[src/rtl/lfsr_req_arbiter.sv]
// Shares a 4-bit maximal-length LFSR (x^4+x^3+1) between two requesters with a
// round-robin grant. The generator is seeded, warmed up, then serves one value per grant.
//
// Handshake: a requester raises req[i] and holds it until it sees gnt[i].
// gnt[i] is a one-cycle registered pulse, and rnd/rnd_valid qualify it in the same cycle.
// A req bit still high in its grant cycle counts as a fresh request.
module lfsr_req_arbiter #(
  parameter logic [3:0]  SEED   = 4'b1001,
  parameter int unsigned WARMUP = 4
) (
  input  logic       clk,
  input  logic       reset,
  input  logic       seed_load,
  input  logic [3:0] seed_val,
  input  logic [1:0] req,
  output logic [1:0] gnt,
  output logic [3:0] rnd,
  output logic       rnd_valid,
  output logic       busy
);

  typedef enum logic {
    WARM  = 1'b0,
    SERVE = 1'b1
  } state_t;

  localparam logic [3:0] WARMUP_CNT = 4'(WARMUP);

  state_t     state, state_nxt;
  logic [3:0] lfsr, lfsr_nxt;
  logic [3:0] warm_cnt, warm_cnt_nxt;
  logic       rr_ptr, rr_ptr_nxt;      // 0: req[0] wins a tie, 1: req[1] wins a tie
  logic [1:0] gnt_nxt;
  logic [3:0] rnd_nxt;
  logic       rnd_valid_nxt;
  logic [1:0] winner;

  function automatic logic [3:0] lfsr_step(input logic [3:0] q);
    return {q[2:0], q[3] ^ q[2]};
  endfunction

  always_comb begin
    winner = 2'b00;
    if (req == 2'b11) begin
      winner = rr_ptr ? 2'b10 : 2'b01;
    end else begin
      winner = req;
    end
  end

  always_comb begin
    state_nxt     = state;
    lfsr_nxt      = lfsr;
    warm_cnt_nxt  = warm_cnt;
    rr_ptr_nxt    = rr_ptr;
    gnt_nxt       = 2'b00;
    rnd_nxt       = rnd;
    rnd_valid_nxt = 1'b0;

    if (seed_load) begin
      // A zero seed would lock the LFSR, so substitute the reset seed instead.
      lfsr_nxt     = (seed_val == 4'b0000) ? SEED : seed_val;
      state_nxt    = WARM;
      warm_cnt_nxt = 4'd0;
    end else begin
      case (state)
        WARM: begin
          if (warm_cnt == WARMUP_CNT) begin
            // Only reachable with WARMUP=0: leave without taking a step.
            state_nxt = SERVE;
          end else begin
            lfsr_nxt     = lfsr_step(lfsr);
            warm_cnt_nxt = warm_cnt + 4'd1;
            if (warm_cnt + 4'd1 == WARMUP_CNT) begin
              state_nxt = SERVE;
            end
          end
        end
        SERVE: begin
          if (req != 2'b00) begin
            gnt_nxt       = winner;
            rnd_nxt       = lfsr;
            rnd_valid_nxt = 1'b1;
            lfsr_nxt      = lfsr_step(lfsr);
            rr_ptr_nxt    = winner[0];
          end
        end
        default: state_nxt = WARM;
      endcase
    end
  end

  always_ff @(posedge clk) begin
    if (!reset) begin
      state     <= WARM;
      lfsr      <= SEED;
      warm_cnt  <= 4'd0;
      rr_ptr    <= 1'b0;
      gnt       <= 2'b00;
      rnd       <= 4'b0000;
      rnd_valid <= 1'b0;
    end else begin
      state     <= state_nxt;
      lfsr      <= lfsr_nxt;
      warm_cnt  <= warm_cnt_nxt;
      rr_ptr    <= rr_ptr_nxt;
      gnt       <= gnt_nxt;
      rnd       <= rnd_nxt;
      rnd_valid <= rnd_valid_nxt;
    end
  end

  assign busy = (state == WARM);

endmodule

[config.mk]
export PLATFORM = sky130hd
export DESIGN_NAME = lfsr_req_arbiter
export DESIGN_NICKNAME = d
export VERILOG_FILES = /design/src/rtl/lfsr_req_arbiter.sv
export SDC_FILE = /design/constraint.sdc
export NUM_CORES = 1
export LEC_CHECK = 0
export CORE_ASPECT_RATIO = 0.75
export CORE_MARGIN = 3
export CORE_UTILIZATION = 43
export DETAILED_ROUTE_END_ITERATION = 16
export GPL_TIMING_DRIVEN = 0
export PLACE_DENSITY = 0.72
export SYNTH_ARGS = -nofsm -noshare
export SYNTH_HDL_FRONTEND = slang
export SYNTH_SLANG_ARGS = --single-unit
[constraint.sdc]
create_clock -name clk -period 1.3 [get_ports clk]
set_input_delay 0.13 -clock clk [delete_from_list [all_inputs] [get_ports clk]]
set_output_delay 0.13 -clock clk [all_outputs]
set_load 0.05 [all_outputs]
* Yosys cells after proc, flatten, opt, wreduce, memory -nomap -nowiden
Cells that the tools add are included.
** Storage, ports and cells
- Register bits :: 17
- Latch bits :: 0
- Bits in writable memories :: 0
- ROM bits :: 0
- Output and inout bits :: 8
- Memories kept :: 0
** Operators by class
- Add/subtract/negate cells :: 1
- Multiply operators :: 0
- Div/mod/pow operators :: 0
- $lt $le $gt $ge :: 0
- Equality and inequality tests :: 5
- Shift-type cells :: 0
- Mux-type cells :: 11
- Bitwise logic cells :: 6
- Reductions and logical operators :: 8
** Operators by type and width (number)
- $mux W4 :: 4
- $eq A4 B3 Y1 const B :: 2
- $pmux W4 S2 :: 1
- $not A1 Y1 :: 5
- $add A4 B1 Y4 const B :: 1
- $logic_not A4 Y1 :: 1
- $mux W1 :: 4
- $mux W2 :: 2
- $reduce_and A2 Y1 :: 2
- $reduce_or A4 Y1 :: 1
- $ne A3 B2 Y1 const B :: 1
- $ne A3 B3 Y1 const B :: 1
- $reduce_and A3 Y1 :: 1
- $reduce_or A3 Y1 :: 1
- $eq A2 B2 Y1 const B :: 1
- $reduce_bool A2 Y1 :: 1
- $reduce_or A2 Y1 :: 1
- $xor A1 B1 Y1 :: 1

* Longest topological paths before layout
- Depth after elaboration :: 5
- Gate-level depth with buffers :: 5
- Mapped depth without buffers :: 5

* Least setup slack after synthesis
OpenSTA, ideal clock, no wires.
- Path kind :: reg-to-reg
- Start :: register warm_cnt[0]
- End :: register lfsr[1]
- Library setup time :: 0.074 ns
- Arrival time :: 1.303 ns
- Path slack :: -0.077 ns
- Stages on the path, launching flop included :: 6
- Path buffers :: 0
- Cells stage by stage :: dfxtp_1 > inv_1 > ha_1 > nor4bb_4 > or3b_1 > a31oi_1
** Between the ends
- Longest elaborated chain between the ends :: 3
** RTL lines
- from (decl) :: RTL line 31 : logic [3:0] warm_cnt, warm_cnt_nxt;
- from (signal assigned) :: RTL line 105 : warm_cnt <= warm_cnt_nxt;
- $eq A4 B3 Y1 :: RTL line 68 : if (warm_cnt == WARMUP_CNT) begin
- $ne A3 B3 Y1 (no source line)
- $reduce_and A2 Y1 (no source line)
- to (signal assigned) :: RTL line 104 : lfsr <= lfsr_nxt;
- to (decl) :: RTL line 30 : logic [3:0] lfsr, lfsr_nxt;
No other way between the ends.
A chain may end at the register's enable or synchronous reset.

* Worst setup path after layout
Ends and elaborated chain as after synthesis.

==> results.py <==
metrics = {
    "outcome": {
        "status": "finished, final reports clean",
    },
    "routing": {
        "vias": 669,
        "viasPerCell": 5.44,
        "wirelength_mm": 1.50,
        "wl_per_cell_um": 12.2,
        "post-route-drc-count": 0,
        "dr.pass1.iters": 4,
        "drt_iter0_markers": 19,
        "postRouteAntennaNets": 0,
    },
    "sta": {
        "drv_slew": 0,
        "setup_violations": 0,
        "finalHoldViolations": 0,
        "max_clock_freq_mhz": 780,
        "fin_crit_ps": 1280,
        "relSlewSlack_pct": 67.8,
        "fin_skew_ps": 4.90,
        "tightest_slew_ps": 484,
        "layout_setup_ws_ps": 17.4,
        "rsz0062_at_grt": "true",
        "tns_ps": 0,
        "post-route-period-util_pct": 98.7,
    },
    "cts": {
        "cts_num_sinks": 17,
        "cts_buffers": 3,
        "hold_buffers": 0,
        "root_buffer": "clkbuf_4",
        "clockBufferDepth": 2,
        "insertion_delay_ps": 290,
        "htreeDepth": 1,
        "clkTransAtPathRegs_ps": 100,
        "cts_tree": "yes",
    },
    "grt": {
        "grt_max_degree": 11,
        "overflow": 0,
        "grtUsageTotal_pct": 14.4,
        "use_met3_pct": 6.32,
        "antenna_found_initial": 0,
        "grtUsageMet2_pct": 20.8,
        "gr-max-usage-layer": "met2",
        "grt_pass1_wl_mm": 2.48,
        "grt_pass1_vias": 580,
        "gr-usage-met1_pct": 19.8,
    },
    "setup_path": {
        "required_ps": 1530,
        "path_class": "reg2reg",
        "startpoint_type": "flip-flop",
        "r2r_slack_ps": 20,
        "crit_fanout": 6,
        "worst_setup_path_end_kind": "flip-flop",
        "worstPathArrival_ps": 1510,
    },
    "cells_and_area": {
        "layout_common_cells": "dfxtp_1, clkdlybuf4s50_1",
        "layoutNonFillerInstCount": 123,
        "seqCellArea_um2": 348,
        "nFillCells": 129,
        "layout-drive-gt1-share_pct": 31.4,
        "multi_input_area_um2": 448,
        "nets": 114,
        "areaGrowthSynthToFinish_pct": 32.8,
        "final_util_pct": 65.2,
        "num_antenna_cells": 0,
        "layout_commonest_cell": "dfxtp_1",
    },
    "power_and_ir_drop": {
        "p_sw_uw": 227,
        "combPwrFrac_pct": 12.0,
        "p_leak_nw": 0.402,
        "p_sw_share_pct": 24.3,
        "p_int_uw": 707,
        "p_seq_share_pct": 58.5,
        "powerDensity_mw_per_mm2": 910,
        "p_clk_share_pct": 29.6,
        "vdd_drop_max_uv": 586,
    },
    "synth": {
        "ys_seq_area_share_pct": 44.0,
        "syn_area_per_cell_um2": 9.79,
        "synthArstFlopShare_pct": 0,
        "synth_ff_type": "dfxtp_1",
        "synth-seq-cells": 17,
        "postSynthCellCount": 79,
        "synth_area_um2": 773,
        "ys_types": 31,
        "synth_edf_count": 0,
        "yosys_warnings": 0,
        "synth_nets": 90,
    },
    "hold_path": {
        "hold_class": "reg2reg",
    },
    "place": {
        "hpwlAfterDp_mm": 1.09,
        "pre_cts_slack_ps": -275,
        "place.gp.congestion": 0.776,
        "dp.cells": 116,
        "port-buffer-count": 16,
    },
    "floorplanning": {
        "die_w_um": 55.0,
        "dieHeight_um": 42.7,
        "ios": 17,
        "die-area_mm2": 0.00235,
        "num_rows": 12,
        "coreArea_mm2": 0.00158,
        "start_util_pct": 49.0,
    },
    "run": {
        "cap_viol_max_count": 0,
    },
}
[cells in the mapped netlist, types with 3 or more instances]
library cell	count	area, um2
a22o_1	4	35.0
nand3_1	3	15.0
nor2_1	5	18.8
dfxtp_1	17	340
a21oi_1	4	20.0
o21ai_0	6	30.0
inv_1	4	15.0
nor4_1	3	18.8
nand2b_1	3	18.8
nor3_1	4	20.0
[state kept, by name, indices dropped and copies added, names as in the netlist]
register / count
warm_cnt: 4
rnd: 4
state: 1
gnt: 2
rnd_valid: 1
lfsr: 4
rr_ptr: 1
[critical path, cell delays in order (launching register included)]
cell      delay [ps]
dfxtp_2          350
inv_2             50
ha_4             150
nor4bb_4         160
or3b_1           380
a31oi_1          120
[through the flow]
stage               hold WS [ps]  area [um2]  power, mW
floorplan                    268         778      0.608
global placement             461         965      0.653
detailed placement           468         965      0.656
CTS                          487        1010      0.947
global route                 517        1030      0.985
finish                       487        1030      0.934
[worst paths after layout]
check | from | cells past startpoint | end
worst max-delay path | warm_cnt[0] | 5 | lfsr[1]
worst min-delay path | rnd[0] | 1 | rnd[0]
worst max register to register | warm_cnt[0] | 5 | lfsr[1]
worst min register to register | rnd[0] | 1 | rnd[0]
[kinds of logic (layout without fill, tap and decap cells)]
group / after synthesis / count (layout) / synth area share, %
AND/OR/NAND/NOR: 30 / 30 / 26.5
adder cells (fa/ha/maj): 2 / 2 / 3.24
buffers and inverters: 5 / 28 / 2.59
multiplexers: 1 / 1 / 1.46
XOR/XNOR: 1 / 1 / 1.13
flip-flops: 17 / 17 / 44.0
AO/OA/AOI/OAI: 23 / 23 / 21.0
[what timing repair did]
item,CTS,global route
setup endpoints to repair,12,14
setup buffers,3,0
pin swaps,3,5
resized for setup,19,19
endpoints found under the hold margin,0,0
[area by class of cell]
| cell class | count | share of cell area (%) |
|---|---|---|
| Buffer | 1 | 0.487 |
| Clock buffer | 3 | 2.19 |
| Multi-Input combinational cell | 57 | 43.6 |
| Tap cell | 21 | 2.56 |
| Timing Repair Buffer | 19 | 15.3 |
| Inverter | 4 | 1.46 |
| Sequential cell | 17 | 33.9 |
| Clock inverter | 1 | 0.487 |
[per-layer routing]
metal	wire length (um)	vias to the layer above
met1	730	301
met3	124	2
met2	637	19
li1	-	347
met5	0	-
met4	10	0
[power groups by stage]
stage | sequential (mW) | combinational [mW] | clock [mW]
after global routing | 0.548 | 0.123 | 0.313
final | 0.546 | 0.112 | 0.276
after floorplan | 0.558 | 0.0499 | 0
after detailed placement | 0.561 | 0.0950 | 0
after global placement | 0.560 | 0.0930 | 0
after CTS | 0.548 | 0.108 | 0.291
No activity file was read; power rests on OpenSTA's default activity.
